File: src/rtl/bp_pkg.sv
// rtl/bp_pkg.sv - CPU word type and branch-prediction metadata shared by the fetch front end
package cpu_types_pkg;
    typedef logic [31:0] word_t;
endpackage

package bp_pkg;
    import cpu_types_pkg::*;

    localparam int BP_IDX_W = 3;

    typedef struct packed {
        logic                valid;
        word_t               pc;
        logic                pred_taken;
        word_t               pred_target;
        logic [BP_IDX_W-1:0] index;
    } bp_meta_t;
endpackage

File: src/rtl/bp_meta_reg.sv
// rtl/bp_meta_reg.sv - one prediction-metadata pipeline register (IF/ID or ID/EX)
module bp_meta_reg
    import cpu_types_pkg::*;
    import bp_pkg::*;
(
    input  logic     CLK,
    input  logic     nRST,
    input  logic     en_i,
    input  logic     flush_i,
    input  bp_meta_t d_i,
    output bp_meta_t q_o
);

    bp_meta_t meta_q;
    bp_meta_t meta_d;

    // A flushed slot is cleared entirely so stale fields never leak downstream.
    always_comb begin
        meta_d = meta_q;
        if (en_i) begin
            meta_d = flush_i ? '0 : d_i;
        end
    end

    always_ff @(posedge CLK or negedge nRST) begin
        if (!nRST) begin
            meta_q <= '0;
        end else begin
            meta_q <= meta_d;
        end
    end

    assign q_o = meta_q;

endmodule

File: src/rtl/fetch_redirect_unit.sv
// rtl/fetch_redirect_unit.sv - PC generator, mispredict detection and predictor update for the BTB front end
module fetch_redirect_unit
    import cpu_types_pkg::*;
    import bp_pkg::*;
#(
    parameter word_t RESET_PC = 32'h0000_0000,
    parameter int    IDX_W    = BP_IDX_W,
    parameter int    CNT_W    = 16
) (
    input  logic             CLK,
    input  logic             nRST,
    input  logic             pc_en,
    output word_t            pc,
    output logic [IDX_W-1:0] index_I,
    input  logic             predict,
    input  word_t            br_target_O,
    input  logic             id_jump,
    input  word_t            id_jump_target,
    input  logic             ex_branch,
    input  logic             ex_taken,
    input  word_t            ex_target,
    output logic             br,
    output logic             br_taken,
    output logic [IDX_W-1:0] index_update,
    output word_t            br_target_I,
    output logic             flush_ifid,
    output logic             flush_idex,
    output logic [CNT_W-1:0] br_count,
    output logic [CNT_W-1:0] mispred_count
);

    word_t            pc_q;
    word_t            pc_d;
    bp_meta_t         if_cap;
    bp_meta_t         ifid_q;
    bp_meta_t         idex_q;
    logic             ex_v;
    logic             mispredict;
    logic             jump_take;
    word_t            fix_pc;
    logic [CNT_W-1:0] br_cnt_q;
    logic [CNT_W-1:0] br_cnt_d;
    logic [CNT_W-1:0] mis_cnt_q;
    logic [CNT_W-1:0] mis_cnt_d;

    assign index_I = pc_q[IDX_W+1:2];

    always_comb begin
        if_cap             = '0;
        if_cap.valid       = 1'b1;
        if_cap.pc          = pc_q;
        if_cap.pred_taken  = predict;
        if_cap.pred_target = br_target_O;
        if_cap.index       = index_I;
    end

    // A predicted-taken non-branch (index aliasing) is also a mispredict.
    always_comb begin
        ex_v       = idex_q.valid;
        mispredict = ex_v & ((ex_branch & (idex_q.pred_taken != ex_taken))
                           | (ex_branch & ex_taken & (idex_q.pred_target != ex_target))
                           | (!ex_branch & idex_q.pred_taken));
        fix_pc     = (ex_branch & ex_taken) ? ex_target : idex_q.pc + 32'd4;
        jump_take  = id_jump & ifid_q.valid;
    end

    always_comb begin
        pc_d = pc_q;
        if (pc_en) begin
            if (mispredict) begin
                pc_d = fix_pc;
            end else if (jump_take) begin
                pc_d = id_jump_target;
            end else if (predict) begin
                pc_d = br_target_O;
            end else begin
                pc_d = pc_q + 32'd4;
            end
        end
    end

    assign flush_ifid = pc_en & (mispredict | jump_take);
    assign flush_idex = pc_en & mispredict;

    bp_meta_reg u_ifid (
        .CLK     (CLK),
        .nRST    (nRST),
        .en_i    (pc_en),
        .flush_i (flush_ifid),
        .d_i     (if_cap),
        .q_o     (ifid_q)
    );

    bp_meta_reg u_idex (
        .CLK     (CLK),
        .nRST    (nRST),
        .en_i    (pc_en),
        .flush_i (flush_idex),
        .d_i     (ifid_q),
        .q_o     (idex_q)
    );

    assign br           = ex_v & ex_branch;
    assign br_taken     = ex_taken;
    assign index_update = idex_q.index;
    assign br_target_I  = ex_target;

    always_comb begin
        br_cnt_d  = br_cnt_q;
        mis_cnt_d = mis_cnt_q;
        if (pc_en && br && (br_cnt_q != '1)) begin
            br_cnt_d = br_cnt_q + 1'b1;
        end
        if (pc_en && mispredict && (mis_cnt_q != '1)) begin
            mis_cnt_d = mis_cnt_q + 1'b1;
        end
    end

    always_ff @(posedge CLK or negedge nRST) begin
        if (!nRST) begin
            pc_q      <= RESET_PC;
            br_cnt_q  <= '0;
            mis_cnt_q <= '0;
        end else begin
            pc_q      <= pc_d;
            br_cnt_q  <= br_cnt_d;
            mis_cnt_q <= mis_cnt_d;
        end
    end

    assign pc            = pc_q;
    assign br_count      = br_cnt_q;
    assign mispred_count = mis_cnt_q;

endmodule
File: config.mk
export PLATFORM = sky130hd
export DESIGN_NAME = fetch_redirect_unit
export DESIGN_NICKNAME = d
export VERILOG_FILES = /design/src/rtl/bp_pkg.sv /design/src/rtl/bp_meta_reg.sv /design/src/rtl/fetch_redirect_unit.sv
export SDC_FILE = /design/constraint.sdc
export NUM_CORES = 1
export LEC_CHECK = 0
export ABC_AREA = 0
export ABC_CLOCK_PERIOD_IN_PS = 2800
export CAP_MARGIN = 20
export CORE_MARGIN = 3
export CORE_UTILIZATION = 53
export CTS_CLUSTER_DIAMETER = 120
export DETAILED_ROUTE_END_ITERATION = 8
export GPL_TIMING_DRIVEN = 0
export PLACE_DENSITY_LB_ADDON = 0.25
export SYNTH_ARGS = -nofsm -noshare
export SYNTH_HDL_FRONTEND = slang
export SYNTH_SLANG_ARGS = --single-unit
File: constraint.sdc
create_clock -name CLK -period 2.8 [get_ports CLK]
set_input_delay 0.56 -clock CLK [delete_from_list [all_inputs] [get_ports CLK]]
set_output_delay 0.56 -clock CLK [all_outputs]
set_load 0.005 [all_outputs]
# Yosys cells after proc, flatten, opt, wreduce, memory -nomap -nowiden
# Index checks and enable logic that the tools add are counted.
op_classes:
  add_sub_neg: 4
  n_reduce_logical: 5
  bitwise_logic: 12
  n_mux: 6
  n_eq_ne: 4
op_table:
  columns: ["cell", "n"]
  rows:
  - ["$mux 69", 2]
  - ["$mux 32", 4]
  - ["$add 32x3->32 const B", 2]
  - ["$add 16x1->16 const B", 2]
  - ["$ne 16x16->1 const B", 2]
  - ["$ne 32x32->1", 1]
  - ["$and 1x1->1", 9]
  - ["$logic_and 1x1->1", 4]
  - ["$or 1x1->1", 3]
  - ["$logic_not 1->1", 1]
  - ["$ne 1x1->1", 1]
totals:
  inputBits: 103
  regBits: 202
  output_inout_bits: 106
  elab_cells: 44

# Longest topological paths before layout
# Gate-level depths: netlist of run 1.
depth:
  word_depth: 8
  depth_mapped: 9
  mapped_depth_nobuf: 7

# Modules after synthesis
# From an unflattened synthesis of run 1, not the netlist that was laid out.
unflattened:
  hier_cells: 1279
  area_unflattened_um2: 11651.2
modules_own_cells:
  columns: ["module", "cells_per_inst", "area_per_inst_um2", "seq_area_each_um2", "n_inst"]
  rows:
  - ["bp_meta_reg", 298, 3001.6, 1726.7, 2]
  - ["fetch_redirect_unit", 683, 5647.9, 1601.5, 1]

# Worst setup path after synthesis of run 1
# No wires, ideal clock.
synth_path:
  path_type: "input port to output port"
  from: "in ex_target[30]"
  to: "out flush_ifid"
  slack_ps: 384
  n_path_buf: 2
  t_arrival_ps: 1856
  required_time_ps: 2240
  cell_stages: 7
  path_cell_list: "xnor2_1 nand4_1 nor4_1 a31o_2 buf_2 buf_1 a21oi_1"
synth_via:
  elab_chain_len: 7
synth_lines:
  columns: ["item", "line_no", "rtl"]
  rows:
  - ["start: declaration", "fetch_redirect_unit.sv:21", "input word_t ex_target,"]
  - ["$ne 32x32->1", "fetch_redirect_unit.sv:61", "| (ex_branch & ex_taken & (idex_q.pred_target != ex_target))"]
  - ["$and 1x1->1", "fetch_redirect_unit.sv:61", null]
  - ["$or 1x1->1", "fetch_redirect_unit.sv:61", null]
  - ["$or 1x1->1", "fetch_redirect_unit.sv:62", "| (!ex_branch & idex_q.pred_taken));"]
  - ["$and 1x1->1", "fetch_redirect_unit.sv:60", "mispredict = ex_v & ((ex_branch & (idex_q.pred_taken != ex_taken))"]
  - ["$or 1x1->1", "fetch_redirect_unit.sv:82", "assign flush_ifid = pc_en & (mispredict | jump_take);"]
  - ["$and 1x1->1", "fetch_redirect_unit.sv:82", null]
  - ["end: declaration", "fetch_redirect_unit.sv:26", "output logic flush_ifid,"]
# Every way passes these cells.

# Final worst setup path of run 1
layout_path:
  from: "in pc_en"
  to: "out flush_ifid"
layout_via:
  elab_chain_len: 1
layout_lines:
  columns: ["item", "line_no", "rtl"]
  rows:
  - ["start: declaration", "fetch_redirect_unit.sv:12", "input logic pc_en,"]
  - ["$and 1x1->1", "fetch_redirect_unit.sv:82", null]
# Every way passes these cells.

==> results.json, run 1 <==
{
  "vias": 10420,
  "hold_violations": 0,
  "synthCells": 1119,
  "place.gp.congestion": 0.9766,
  "cp.arrival_ps": 2210,
  "root_buffer": "clkbuf_16",
  "nNetsFinal": 1466,
  "drv_cap": 0,
  "drc": 0,
  "multiInputGateArea_um2": 5187,
  "maxSlewViolCount": 0,
  "drive_gt1_frac": 0.1210,
  "start_util": 0.5448,
  "grt_max_degree": 117,
  "clock-sinks": 196,
  "track_usage": 0.3684,
  "critical_path_class": "in -> out",
  "setup_ws_ps": 31.76,
  "p_switching_mw": 3.205,
  "numPortBuffers": 207,
  "ys_ff_latch": 196,
  "finalSetupViolCount": 0,
  "clk_pin_slew_ps": 80,
  "fin_crit_sh": 0.9887,
  "swShare": 0.3521,
  "min_path_type": "in -> async",
  "ant_nets": 0,
  "cts_tree": "done",
  "grt.overflow.total": 0,
  "syn_avg_cell_area_um2": 9.569,
  "regToRegEndpoint": "u_ifid.q_o[55]",
  "max_slew_margin": 0.3682,
  "antenna_found_initial": 1,
  "synth-async-reset-ratio": 1.000,
  "worst_r2r_path_depth": 10,
  "fillerInstances": 1557,
  "htreeDepth": 4,
  "crit_fanout": 10,
  "firstDrtPassIters": 6,
  "endpoint": "flush_ifid",
  "seqPwrFrac": 0.438,
  "cp.required_ps": 2240,
  "p_clk_frac": 0.265,
  "min_period_ps": 2768,
  "cp-end-kind": "output port",
  "post_drt_wl_per_cell_um": 24.98,
  "ir_drop_mv": 0.4042,
  "ff_latch_area_um2": 4907,
  "design_area_um2": 13960,
  "drt-initial-drc-count": 1242,
  "numCtsBuffers": 17,
  "dp_slack_ps": -1545,
  "hpwl_mm": 30.31,
  "worstMarginPinSlew_ps": 932.9,
  "critPathLaunch": "pc_en",
  "fmax_mhz": 361.2,
  "insertion_delay_ps": 450,
  "die_h_um": 148.1,
  "synthFlopType": "dfrtp_1",
  "synth_edf_count": 0,
  "power.density_nw_per_um2": 651.9,
  "synth_area_um2": 10710,
  "clk_path_buf_depth": 2,
  "power.total_mw": 9.104,
  "final_core_util": 0.7105,
  "worst_clock_skew_ps": 13.90,
  "postPlaceCellArea_um2": 13140,
  "leakagePower_nw": 5.818,
  "core-area_um2": 19650,
  "die_area_um2": 21950,
  "combPwrFrac": 0.296,
  "yosysWarnings": 0,
  "hold_buffers": 0,
  "ys_seq_area_frac": 0.4581,
  "synthesis.nets": 1226,
  "io_pins": 209,
  "critical_path.reg2reg.startpoint": "u_idex.q_o[10]",
  "grt_pass1_wl_mm": 61.18,
  "die_x_um": 148.1,
  "vias_per_cell": 6.367,
  "worstSetupStartpointType": "input port",
  "area_growth_pct": 30.42,
  "rows": 51,
  "grt_pass1_vias": 10140,
  "status": "finished, final reports clean",
  "whs_ps": 57.60,
  "synth_cell_types": 60,
  "diodes": 0,
  "rrSetupSlack_ps": 110,
  "routed_wl_mm": 40.90,
  "internal_power_mw": 5.898
}
-- power groups by stage --
stage	Sequential [mW]	Clock [mW]	Combinational [mW]
global route	4.05	2.53	2.87
global placement	3.97	0	2.51
detailed placement	3.98	0	2.56
CTS	3.95	2.42	2.64
finish	3.99	2.42	2.70
floorplan	3.82	0	1.39
-- Yosys cell counts (29+ instances only) --
master	count	area (um^2)
inv_1	37	138.9
clkbuf_1	63	236.5
nor2_1	49	183.9
a22o_1	65	569.3
o21ai_0	30	150.1
o2bb2ai_1	50	437.9
nand4_1	31	193.9
nor3_1	29	145.1
nand2_1	145	544.3
buf_4	40	300.3
dfrtp_1	196	4905
xnor2_1	84	735.7
nand3_1	51	255.2
-- metal layers --
layer | vias to the layer above | part of all wire | track usage
li1 | 4528 | - | -
met1 | 5079 | 0.39 | 0.5102
met4 | 2 | 0.034 | 0.1321
met2 | 709 | 0.46 | 0.5693
met3 | 105 | 0.12 | 0.08988
met5 | - | 0.00027 | 0
-- worst min-delay path by stage --
stage / slack [ps] / to / startpoint / depth (start not counted)
after floorplan: 260 / br_count[0] / nRST / 0
after global placement: 480 / mispred_count[10] / mispred_count[10] / 1
after detailed placement: 490 / u_idex.q_o[9] / u_idex.q_o[9] / 1
after CTS: 120 / u_ifid.q_o[42] / nRST / 1
after global routing: 120 / u_idex.q_o[40] / nRST / 1
final: 60 / u_ifid.q_o[42] / nRST / 1
-- area by class of cell --
class                      count  area share
buffer                       119     0.04614
clock buffer                  18     0.03073
clock inverter                14     0.01030
sequential                   196      0.3514
tap                          265     0.02374
multi-input combinational    765      0.3715
inverter                      37     0.01012
timing repair buffer         223      0.1561
-- sequential cells by signal, summed over array words and instances, names as in the netlist --
name / count
mispred_count: 16
pc: 32
u_ifid.q_o: 66
br_count: 16
u_idex.q_o: 66
-- what timing repair did --
item                       4_1_cts  5_1_grt
gates resized for setup         87       26
buffers inserted                11        4
pin swaps                       15        9
setup endpoints to repair      176       90
-- worst max-delay path, cell delays in order --
cell and delay (ps):
clkbuf_2 190, inv_1 320, clkbuf_2 420, clkbuf_1 500, a21oi_2 50, buf_2 160
-- through the flow --
| stage | TNS, ps | cells |
|---|---|---|
| 6_report | 0 | 1637 |
| 5_1_grt | -3.059 | 1637 |
| 4_1_cts | 0 | 1634 |
| 3_5_place_dp | -171350 | 1592 |
| 3_3_place_gp | -1532110 | 1591 |
| 2_1_floorplan | 0 | 1119 |
-- cell usage in the layout, fill, tap and decap left out, types with 6 or more instances in the layout --
cell type | synthesis | layout
dfrtp_1 | 196 | 194
clkdlybuf4s50_1 | 0 | 172
nand2_1 | 145 | 144
xnor2_1 | 84 | 74
a22o_1 | 65 | 65
buf_4 | 40 | 56
clkbuf_1 | 63 | 55
nand3_1 | 51 | 51
o2bb2ai_1 | 50 | 50
nor2_1 | 49 | 48
inv_1 | 37 | 36
nand4_1 | 31 | 31
o21ai_0 | 30 | 30
nor3_1 | 29 | 26
dlygate4sd2_1 | 0 | 20
mux2i_1 | 19 | 19
o22ai_1 | 18 | 18
clkbuf_16 | 0 | 17
nor4_1 | 16 | 15
a31oi_1 | 15 | 14
and3_1 | 13 | 13
buf_2 | 13 | 12
clkbuf_2 | 1 | 12
xor2_1 | 12 | 12
a21oi_1 | 12 | 11
xnor2_2 | 0 | 10
or3_1 | 9 | 9
o221a_2 | 8 | 8
o211ai_1 | 8 | 8
o2111ai_1 | 8 | 8
and2_1 | 7 | 6
or4_1 | 6 | 6
a211o_1 | 6 | 6
nand2b_1 | 6 | 6
clkdlybuf4s15_2 | 0 | 6
-- kinds of logic after synthesis --
logic type	share of synthesized area
XOR/XNOR	0.07852
multiplexers	0.02092
adder cells (fa/ha/maj)	0.004674
AND/OR/NAND/NOR	0.1714
buffers and inverters	0.07104
flip-flops	0.4581
AO/OA/AOI/OAI	0.1954
(Power assumes the default switching activity.)
==> inputs of run 2 (changes only) <==
Settings changed: CORE_MARGIN 3 to default, MAX_ROUTING_LAYER from default to met4.
==> run 2 against run 1 <==
Via count shrank 1.1%. Routed wire length shrank 1.1%. Flip-flop and latch count is the same. Non-clock buffer count shrank 7. Clock skew grew 1.3 ps. Sequential share of layout area is essentially flat. Utilization is essentially flat. Sequential power is essentially flat. Fmax shrank 0.56%. Cell area is essentially flat. Largest cell class unchanged. Highest routed layer is now met4.
==> results.json, run 2 (synthesis results as in run 1) <==
{
  "status": "finished, final reports clean",
  "grt_pass1_wl_mm": 59.52,
  "maxSlewViolCount": 0,
  "most-common-layout-cells": "dfrtp_1, clkdlybuf4s50_1, nand2_1",
  "finalSetupViolCount": 0,
  "busiest_layer": "met2",
  "cp-end-kind": "flip-flop",
  "power.total_mw": 9.272,
  "die_x_um": 144.1,
  "cts_tree": "done",
  "vias": 10310,
  "setup_tns_ps": 0,
  "fin_crit_sh": 0.9942,
  "die_area_um2": 20780,
  "rsz0062_at_grt": "no",
  "hold_buffers": 0,
  "grt_max_degree": 113,
  "worstSetupStartpointType": "input port",
  "cpPeakStageDelay_ps": 520,
  "firstDrtPassIters": 6,
  "critical_path_class": "in -> reg",
  "antenna_found_initial": 0,
  "setup_ws_ps": 16.19,
  "cp_common_cell": "buf_4",
  "insertion_delay_ps": 450,
  "post_drt_wl_per_cell_um": 24.80,
  "drv_cap": 0,
  "area_growth_pct": 30.46,
  "met2_usage": 0.5955,
  "final_core_util": 0.7108,
  "clock-sinks": 196,
  "die_h_um": 144.1,
  "nNetsFinal": 1459,
  "dp_slack_ps": -1521,
  "drt-initial-drc-count": 1256,
  "crit_fanout": 10,
  "leakagePower_nw": 5.802,
  "min_period_ps": 2784,
  "power.density_nw_per_um2": 663.7,
  "min_path_type": "in -> async",
  "numCtsBuffers": 17,
  "ant_nets": 0,
  "root_buffer": "clkbuf_16",
  "worstMarginPinSlew_ps": 861.7,
  "hold_violations": 0,
  "drive_gt1_frac": 0.1143,
  "whs_ps": 89.88,
  "htreeDepth": 4,
  "worst_clock_skew_ps": 15.16,
  "drc": 0,
  "ir_drop_mv": 0.5892,
  "grt.overflow.total": 0,
  "slowest_stage": "clkdlybuf4s50_1",
  "numPortBuffers": 207,
  "io_pins": 209,
  "place.gp.congestion": 1.023,
  "diodes": 0,
  "clk_path_buf_depth": 2,
  "cp.required_ps": 3190,
  "grt_pass1_vias": 9939,
  "cp.arrival_ps": 3170,
  "routed_wl_mm": 40.43,
  "fmax_mhz": 359.2,
  "final_common_cell": "dfrtp_1",
  "crit_chain": "clkdlybuf4s50_1, xnor2_1, nand4_1, nor2_2, a31oi_4, buf_4, nor3_4, buf_4, clkbuf_4, a22o_1",
  "vias_per_cell": 6.326,
  "max_slew_margin": 0.4255,
  "grtUsageMet1": 0.5458,
  "clk_pin_slew_ps": 80,
  "hpwl_mm": 29.96,
  "use_met3": 0.1013,
  "start_util": 0.5448,
  "rows": 51,
  "core-area_um2": 19650,
  "track_usage": 0.4097
}
run 2: final timing paths:
check	startpoint	end	slack (ps)	cells after the start
setup / recovery	ex_target[24]	u_ifid.q_o[3]	20	10
hold / removal	nRST	u_idex.q_o[44]	90	1
setup reg to reg	u_idex.q_o[7]	u_ifid.q_o[3]	50	9
hold reg to reg	mispred_count[10]	mispred_count[10]	500	1
max in group asynchronous	nRST	u_idex.q_o[28]	1690	2
min in group CLK	mispred_count[10]	mispred_count[10]	500	1
run 2: per-stage QoR:
| step | std cells | instance area (um^2) |
|---|---|---|
| 5_1_grt | 1630 | 13970 |
| 2_1_floorplan | 1119 | 10710 |
| 4_1_cts | 1631 | 13960 |
| 3_3_place_gp | 1591 | 13110 |
| 3_5_place_dp | 1592 | 13140 |
| 6_report | 1630 | 13970 |
run 2: critical path, delay by kind of cell:
kind	cells	cell delay, ps
buf+inv	4	1310
simple gates	3	700
compound gates	2	300
xor+xnor	1	290
run 2: power breakdown:
| part | switching (mW) | total [mW] | internal (mW) | leakage (nW) |
|---|---|---|---|---|
| Clock | 1.23 | 2.60 | 1.37 | 0.301 |
| Sequential | 0.636 | 4.00 | 3.36 | 2.49 |
| Combinational | 1.34 | 2.68 | 1.33 | 3.01 |
| Total | 3.21 | 9.27 | 6.06 | 5.80 |
run 2: cell type report:
class	instances	area [um^2]
Sequential cell	196	4907
Buffer	119	626.9
Inverter	37	138.9
Timing Repair Buffer	216	2138
Tap cell	265	331.6
Fill cell	1540	5684
Clock inverter	14	190.2
Multi-Input combinational cell	765	5207
Clock buffer	18	429.2
run 2: timing repair:
action,4_1_cts,5_1_grt
setup buffers,7,1
setup endpoints to repair,169,76
resized for setup,85,17
pin swaps,15,7
cloned,0,0
run 2: metal layers:
layer	wire length (um)	vias up
met2	18020	598
met1	16480	5076
li1	-	4516
met4	1608	0
met3	4326	121
met5	0	-
==> inputs of run 3 (changes only) <==
Settings changed: ABC_CLOCK_PERIOD_IN_PS 2800 to 3400, CORE_UTILIZATION 53 to 57.
Clock period 2.8 ns to 3.4 ns, I/O delays scaled along.
==> run 3 against run 2 <==
The run now ends with design-rule violations left. Die area fell by 6.9%. Total power fell by 19%. Cell area fell by 0.86%. Global-route usage rose by 2.7 points. First-iteration DRC count rose by 17%. Clock-buffer cell count rose by 1. Clock skew barely moved. Clock power fell by 22%.
==> results.json, run 3 (synthesis results as in run 1) <==
{
  "grt.overflow.total": 0,
  "whs_ps": 231.1,
  "numCtsBuffers": 17,
  "grt_max_degree": 106,
  "leakagePower_nw": 5.801,
  "die_area_um2": 19340,
  "rows": 49,
  "worstMarginPinSlew_ps": 992.1,
  "failed_checks": "design-rule violations",
  "insertion_delay_ps": 440,
  "max_slew_margin": 0.3335,
  "hpwl_mm": 29.42,
  "io_pins": 209,
  "die_x_um": 139.1,
  "hold_buffers": 0,
  "clock-sinks": 196,
  "cpLargestDelayFamily": "buffers and inverters",
  "root_buffer": "clkbuf_16",
  "routed_wl_mm": 40.09,
  "drive_gt1_frac": 0.09956,
  "critical_path_class": "in -> out",
  "start_util": 0.5881,
  "vias_per_cell": 6.591,
  "clk_path_buf_depth": 2,
  "cp-end-kind": "output port",
  "clk_pin_slew_ps": 80,
  "diodes": 0,
  "place.gp.congestion": 1.010,
  "antenna_found_initial": 0,
  "power.total_mw": 7.544,
  "cts_tree": "done",
  "most-common-layout-cells": "dfrtp_1, clkdlybuf4s50_1, nand2_1",
  "vias": 10510,
  "core-area_um2": 18210,
  "cp.arrival_ps": 2690,
  "hold_violations": 0,
  "drt-initial-drc-count": 1475,
  "final_core_util": 0.7606,
  "drc": 5,
  "slowest_stage": "clkdlybuf4s50_1",
  "fmax_mhz": 296.9,
  "grt_pass1_vias": 10250,
  "worstSetupStartpointType": "input port",
  "grt_pass1_wl_mm": 60.73,
  "finalSetupViolCount": 0,
  "worst_clock_skew_ps": 14.86,
  "cpPeakStageDelay_ps": 450,
  "final_common_cell": "dfrtp_1",
  "min_period_ps": 3368,
  "power.density_nw_per_um2": 544.7,
  "cp.required_ps": 2720,
  "status": "finished with violations",
  "die_h_um": 139.1,
  "area_growth_pct": 29.34,
  "maxSlewViolCount": 0,
  "track_usage": 0.4365,
  "min_path_type": "in -> async",
  "nNetsFinal": 1460,
  "drv_cap": 0,
  "fin_crit_sh": 0.9907,
  "worstPathBufferInverterCount": 4,
  "post_drt_wl_per_cell_um": 25.13,
  "ant_nets": 0,
  "numPortBuffers": 207,
  "htreeDepth": 4,
  "firstDrtPassIters": 8,
  "crit_chain": "dlygate4sd2_1, xnor2_2, nand4_1, nor4_4, buf_4, a31oi_4, nand2_4, inv_2, clkdlybuf4s50_1",
  "ir_drop_mv": 0.3540,
  "crit_fanout": 4
}
run 3: worst reg2reg max path, cell delays in order (launching register included):
cell and delay (ps):
dfrtp_1 410, xnor2_2 320, nand4_1 240, nor3_2 280
buf_4 160, a31oi_4 120, buf_4 220, nor3_2 480
buf_2 390, buf_2 320, a22o_1 190
run 3: final timing paths:
check | startpoint | cells past startpoint | slack (ps) | to
min in group CLK | br_count[9] | 1 | 500 | br_count[9]
max in group asynchronous | nRST | 2 | 2200 | u_ifid.q_o[25]
worst max register to register | u_idex.q_o[7] | 10 | 210 | u_ifid.q_o[62]
worst max-delay path | ex_target[30] | 9 | 30 | flush_idex
worst min register to register | br_count[9] | 1 | 500 | br_count[9]
worst min-delay path | nRST | 1 | 230 | u_idex.q_o[39]
run 3: layout make-up:
class / instances / area (um^2)
timing repair buffer: 215 / 2143
multi-input combinational: 765 / 5147
clock buffer: 19 / 442.9
fill: 1291 / 4359
inverter: 37 / 138.9
clock inverter: 13 / 135.1
tap: 229 / 286.5
buffer: 121 / 650.6
sequential: 196 / 4905
run 3: through the flow:
stage	setup WS, ps	setup TNS, ps	area [um^2]	instances
after floorplan	744.1	0	10710	1119
after global placement	-6413	-1361050	13070	1555
after detailed placement	-1264	-111970	13100	1556
after CTS	3.341	0	13810	1592
after global routing	-17.16	-17.16	13850	1595
final	31.54	0	13850	1595
run 3: timing repair:
item                       CTS  global route
pin swaps                   10             4
setup buffers                4             3
setup endpoints to repair  133            51
resized for setup           54            10
run 3: where the power goes:
group          leakage [nW]  internal [mW]  switching, mW  total (mW)
Combinational          3.03           1.09           1.12        2.21
Sequential             2.49           2.77          0.527        3.29
Clock                 0.284           1.06          0.981        2.04
Total                  5.80           4.92           2.63        7.54
run 3: layer usage:
metal  part of all wire  global-route usage  up-vias
met1               0.39              0.5740     5133
li1                   -                   -     4510
met4              0.043              0.1977        0
met3               0.12             0.09496      128
met2               0.45              0.6483      741
met5                  0                   -        -
